--- config.mk ---
export PLATFORM = sky130hd
export DESIGN_NAME = fetch_buffer
export DESIGN_NICKNAME = d
export VERILOG_FILES = /design/src/rtl/fetch_buffer.sv
export SDC_FILE = /design/constraint.sdc
export NUM_CORES = 1
export LEC_CHECK = 0
export CAP_MARGIN = 20
export CORE_UTILIZATION = 65
export CTS_CLUSTER_SIZE = 8
export DETAILED_ROUTE_END_ITERATION = 10
export DONT_BUFFER_PORTS = 1
export MAX_ROUTING_LAYER = met4
export PLACE_DENSITY = 0.81
export SLEW_MARGIN = 25
export SYNTH_ARGS = -nofsm -noshare
export SYNTH_HDL_FRONTEND = slang
export SYNTH_SLANG_ARGS = --single-unit
--- constraint.sdc ---
create_clock -name clk -period 6.6 [get_ports clk]
set_input_delay 1.32 -clock clk [delete_from_list [all_inputs] [get_ports clk]]
set_output_delay 1.32 -clock clk [all_outputs]
set_load 0.1 [all_outputs]
--- src/rtl/fetch_buffer.sv ---
// fetch_buffer
//   Instruction fetch buffer sitting directly behind the program counter.
//   While fetching it requests the word at the current pc, and each word the
//   memory returns is stored in a small FIFO together with its address. The
//   same cycle it pulses pc_cnt so the counter moves to the next address.
//   Decode drains the FIFO through a valid/ready handshake. A jump (flush)
//   discards everything buffered or arriving and restarts fetching from the
//   new pc after one settle cycle.
//
// Ports
//   clk       rising-edge clock
//   rst       asynchronous active-low reset
//   pc        current program counter value (fetch address)
//   pc_cnt    increment request to the program counter
//   flush     pc is being loaded with a jump target this cycle
//   mem_req   instruction memory read request
//   mem_addr  read address (combinational copy of pc)
//   mem_ack   read data valid this cycle
//   mem_data  read data
//   ir_valid  head entry available to decode
//   ir_ready  decode accepts the head entry
//   ir_data   head instruction word
//   ir_addr   address the head word was fetched from
//   count     FIFO occupancy, 0..DEPTH
module fetch_buffer #(
  parameter int WIDTH = 32,
  parameter int DEPTH = 4
) (
  input  logic                     clk,
  input  logic                     rst,
  input  logic [WIDTH-1:0]         pc,
  output logic                     pc_cnt,
  input  logic                     flush,
  output logic                     mem_req,
  output logic [WIDTH-1:0]         mem_addr,
  input  logic                     mem_ack,
  input  logic [WIDTH-1:0]         mem_data,
  output logic                     ir_valid,
  input  logic                     ir_ready,
  output logic [WIDTH-1:0]         ir_data,
  output logic [WIDTH-1:0]         ir_addr,
  output logic [$clog2(DEPTH):0]   count
);

  localparam int AW = $clog2(DEPTH);
  localparam int CW = AW + 1;
  localparam logic [CW-1:0] DEPTH_C = CW'(DEPTH);

  localparam logic [1:0] ST_IDLE  = 2'd0;
  localparam logic [1:0] ST_FETCH = 2'd1;
  localparam logic [1:0] ST_FULL  = 2'd2;
  localparam logic [1:0] ST_FLUSH = 2'd3;

  logic [1:0]       state_q, state_d;
  logic [AW-1:0]    rd_ptr_q, rd_ptr_d;
  logic [AW-1:0]    wr_ptr_q, wr_ptr_d;
  logic [CW-1:0]    count_q, count_d;
  logic [WIDTH-1:0] ir_data_q, ir_data_d;
  logic [WIDTH-1:0] ir_addr_q, ir_addr_d;

  logic [WIDTH-1:0] data_mem [DEPTH];
  logic [WIDTH-1:0] addr_mem [DEPTH];

  logic push;
  logic pop;

  // A word is accepted only while fetching with room left; a jump in the
  // same cycle throws the returning word away.
  assign push = (state_q == ST_FETCH) & mem_ack & ~flush & (count_q < DEPTH_C);
  // Flush wins over a simultaneous pop.
  assign pop  = (count_q != '0) & ir_ready & ~flush;

  assign pc_cnt   = push;
  assign mem_req  = (state_q == ST_FETCH);
  assign mem_addr = pc;
  assign ir_valid = (count_q != '0);
  assign ir_data  = ir_data_q;
  assign ir_addr  = ir_addr_q;
  assign count    = count_q;

  always_comb begin
    rd_ptr_d  = rd_ptr_q;
    wr_ptr_d  = wr_ptr_q;
    count_d   = count_q;
    ir_data_d = ir_data_q;
    ir_addr_d = ir_addr_q;
    if (flush) begin
      rd_ptr_d = '0;
      wr_ptr_d = '0;
      count_d  = '0;
    end else begin
      if (push) wr_ptr_d = wr_ptr_q + 1'b1;
      if (pop)  rd_ptr_d = rd_ptr_q + 1'b1;
      count_d = count_q + CW'(push) - CW'(pop);
      // The head is kept in registers so it holds its last value once the
      // FIFO runs dry. When the word being pushed lands in the new head
      // slot (empty FIFO, or the only entry is popped) it is forwarded.
      if (count_d != '0) begin
        if (push && (wr_ptr_q == rd_ptr_d)) begin
          ir_data_d = mem_data;
          ir_addr_d = pc;
        end else begin
          ir_data_d = data_mem[rd_ptr_d];
          ir_addr_d = addr_mem[rd_ptr_d];
        end
      end
    end
  end

  always_comb begin
    state_d = state_q;
    if (flush) begin
      state_d = ST_FLUSH;
    end else begin
      case (state_q)
        ST_IDLE:  state_d = ST_FETCH;
        ST_FETCH: if (push && !pop && (count_q == DEPTH_C - 1'b1)) state_d = ST_FULL;
        ST_FULL:  if (pop) state_d = ST_FETCH;
        ST_FLUSH: state_d = ST_FETCH;
        default:  state_d = ST_IDLE;
      endcase
    end
  end

  always_ff @(posedge clk or negedge rst) begin
    if (!rst) begin
      state_q   <= ST_IDLE;
      rd_ptr_q  <= '0;
      wr_ptr_q  <= '0;
      count_q   <= '0;
      ir_data_q <= '0;
      ir_addr_q <= '0;
    end else begin
      state_q   <= state_d;
      rd_ptr_q  <= rd_ptr_d;
      wr_ptr_q  <= wr_ptr_d;
      count_q   <= count_d;
      ir_data_q <= ir_data_d;
      ir_addr_q <= ir_addr_d;
    end
  end

  // Storage needs no reset: a slot is only read after it has been written.
  always_ff @(posedge clk) begin
    if (push) begin
      data_mem[wr_ptr_q] <= mem_data;
      addr_mem[wr_ptr_q] <= pc;
    end
  end

endmodule
==> out/results.ini <==
[clock_network]
cts_setup_buffers = 0
cts_resized = 0
cts_tree = built
cts_buffers = 47
cts.reportedPaths.clkPinSlew_ns = 0.05
cts_root_buf = clkbuf_16
clockBufferDepth = 3
cts.sinks = 329
clock_latency_ns = 0.53
holdBufCountCts = 0
htreeDepth = 2

[drt]
dr.pass1.iters = 5
via_per_inst = 6.93
ant_nets = 0
finalWirelength_um = 34500
drc_errors = 0
vias = 10100
wl_per_cell_um = 23.6
drt_iter0_markers = 1014

[power_and_ir_drop]
p_sw_mw = 3.24
comb_power_share_pct = 17.6
swShare_pct = 42.7
pwr-share-seq_pct = 53.8
clkPwrFrac_pct = 28.6
ir_worst_vdd_mv = 0.271
internal-power_mw = 4.34
p_leak_nw = 5.77
powerDensity_nw_per_um2 = 452

[status]
status = finished clean

[synthesis]
netlist.top_cell.by_area = edfxtp_1
syn_avg_cell_area_um2 = 13.1
synth_nets = 1254
synth_cells = 1179
seq_area_frac_synth_pct = 61.4
netlist.area_leader.share_pct = 49.6
ys_top_cells_by_area = edfxtp_1 50%, dfrtp_1 12%, a211oi_2 4.9%
synth-seq-cells = 329
synth_cell_type_count = 43
synth_area_um2 = 15500
yosysWarnings = 0

[setup_path]
crit_arrival_ns = 5.41
crit_fanout = 18
cp.required_ns = 7.00
endpoint_kind = flip-flop
ff2ff_setup_slack_ns = 1.60
critical_path_class = flip-flop to flip-flop
cp-start-kind = flip-flop

[global_route]
grt_pass1_vias = 10100
antenna_found_initial = 0
grt_first_pass_wirelength_um = 53200
grt_use_total_pct = 29.2
grt_max_degree = 97
grt_overflow_total = 0

[sta]
period_needed_ns = 5.00
finClkSkew_ns = 0.0115
tns_ns = 0
final_max_slew_viol_count = 0
period_share_pct = 75.8
slew_headroom_pct = 28.7
setup_violations = 0
rsz0062_at_grt = no
hold_viol = 0
max_freq_ghz = 0.200
tightest_slew_ns = 1.06

[final_layout]
diodes = 0
layout-drive-gt1-share_pct = 18.6
instances_no_fill = 1459
syn2layout_area_growth_pct = 8.15
fin_nets = 1179

[floorplan]
die_x_um = 156
core-area_um2 = 23400
die_h_um = 156
rows = 56
start_util_pct = 66.2
io_pins = 171
dieArea_um2 = 24400

[place]
dp_cells = 1372
hpwl_um = 17900
place_congestion = 0.770
io_buffers = 0

[hold_path]
worstHoldPathType = input pin to asynchronous set/reset pin

[run]
maxCapViolations = 0

==> metrics by stage <==
| step | worst slack (ns) | power [mW] | util, % | cell area (um2) | hold WS (ns) |
|---|---|---|---|---|---|
| after floorplan | 1.92 | 5.22 | - | 15500 | 0.571 |
| after global placement | 1.22 | 5.37 | 65.4 | 15300 | 0.620 |
| after detailed placement | 1.43 | 5.43 | 65.7 | 15400 | 0.642 |
| after CTS | 1.60 | 7.60 | 71.4 | 16700 | 0.468 |
| after global routing | 1.37 | 7.82 | 71.6 | 16700 | 0.471 |
| final | 1.60 | 7.58 | 71.6 | 16700 | 0.489 |
==> power by group through the flow <==
stage	combinational [mW]	clock, mW	sequential (mW)
after floorplan	1.21	0	4.02
after global placement	1.25	0	4.11
after detailed placement	1.32	0	4.11
after CTS	1.33	2.19	4.08
after global routing	1.44	2.27	4.11
final	1.33	2.16	4.08
==> state kept, by name, indices dropped and copies added, names as in the netlist <==
signal and cells:
data_mem 128, state_q 2, wr_ptr_q 2, addr_mem 128
count 3, ir_addr 32, ir_data 32, rd_ptr_q 2
==> kinds of logic (layout without fill, tap and decap cells) <==
kind of cell,Yosys count,after routing,synth area share (%)
AND/OR/NAND/NOR,230,230,7.49
buffers and inverters,217,178,6.72
AO/OA/AOI/OAI,328,328,19.4
multiplexers,64,64,4.14
flip-flops,329,329,61.4
adder cells (fa/ha/maj),6,6,0.533
XOR/XNOR,5,5,0.283
==> final timing paths <==
kind / from / endpoint / cells past startpoint
max: count[1] / ir_data[22] / 16
min: rst / ir_data[30] / 0
max reg2reg: count[1] / ir_data[22] / 16
min reg2reg: state_q[0] / state_q[0] / 3
max in group asynchronous: rst / ir_addr[28] / 0
min in group clk: state_q[0] / state_q[0] / 3
==> layout make-up <==
cell class | instances | area, um2
multi-input combinational | 633 | 4990
inverter | 71 | 267
timing repair buffer | 22 | 228
sequential | 329 | 9520
clock inverter | 4 | 35.0
clock buffer | 81 | 1300
tap | 319 | 399
fill | 1554 | 6660
==> layer usage <==
metal  global-route usage, %  vias up  wire, um
li1                        -     4480         -
met1                    35.3     5108     13200
met2                    48.2      459     17600
met3                    6.29       68      2970
met4                    11.3        0       707
met5                       -        -         0
==> Yosys cell counts <==
cell      instances
nor4bb_1          1
clkbuf_1         63
a221oi_1         63
buf_6             6
nand3b_1          1
nand2_1          74
dfrtp_1          73
a221o_1          64
a211oi_2         61
a21oi_2           1
nor3_2            1
ha_1              5
xnor2_1           4
nand2b_1          4
or3_1            63
a311o_1           1
buf_2            37
nand3_1           2
nand4_1           1
a31o_2           63
inv_1            70
and3_1            4
buf_4            36
a21oi_1           3
nor2b_1           2
a211oi_1          4
o311ai_0          1
a31o_1            1
a31oi_1          63
or4_1             1
nor2b_2           1
buf_1             4
inv_2             1
o211ai_1          1
fa_1              1
xor2_1            1
edfxtp_1        256
and4_1            1
mux2i_1          64
o21ai_0           1
nor2_1           11
a21o_1            1
nor3_1           63
==> critical path, cell delays in order, from the launching register on <==
cell and delay (ns):
dfrtp_1 1.05, nor3_2 0.18, inv_2 0.48, nand2_4 0.07
nor2_1 0.19, a21o_1 0.13, ha_1 0.13, inv_1 0.05
fa_1 0.40, xor2_1 0.16, xnor2_1 0.27, a31o_4 0.19
a311o_2 0.55, buf_12 0.27, buf_4 0.34, a211oi_1 0.08
a221o_1 0.29
==> cell usage in the layout (no fill, tap or decap), types with 2 or more instances in the layout <==
master / n
a21oi_1: 3
a211oi_1: 4
clkbuf_1: 34
buf_12: 5
ha_1: 5
a221oi_1: 63
nor2b_2: 2
and3_4: 4
inv_6: 3
a31o_2: 63
xnor2_1: 4
dfrtp_4: 2
buf_4: 17
clkbuf_16: 47
inv_1: 70
nand2b_1: 4
nor3_1: 63
nand2_1: 73
nand3_1: 2
edfxtp_1: 256
a211oi_2: 60
a221o_1: 64
mux2i_1: 64
nor2_1: 10
a31oi_1: 63
dfrtp_1: 71
or3_1: 63
Power figures use the tool's default switching activity.
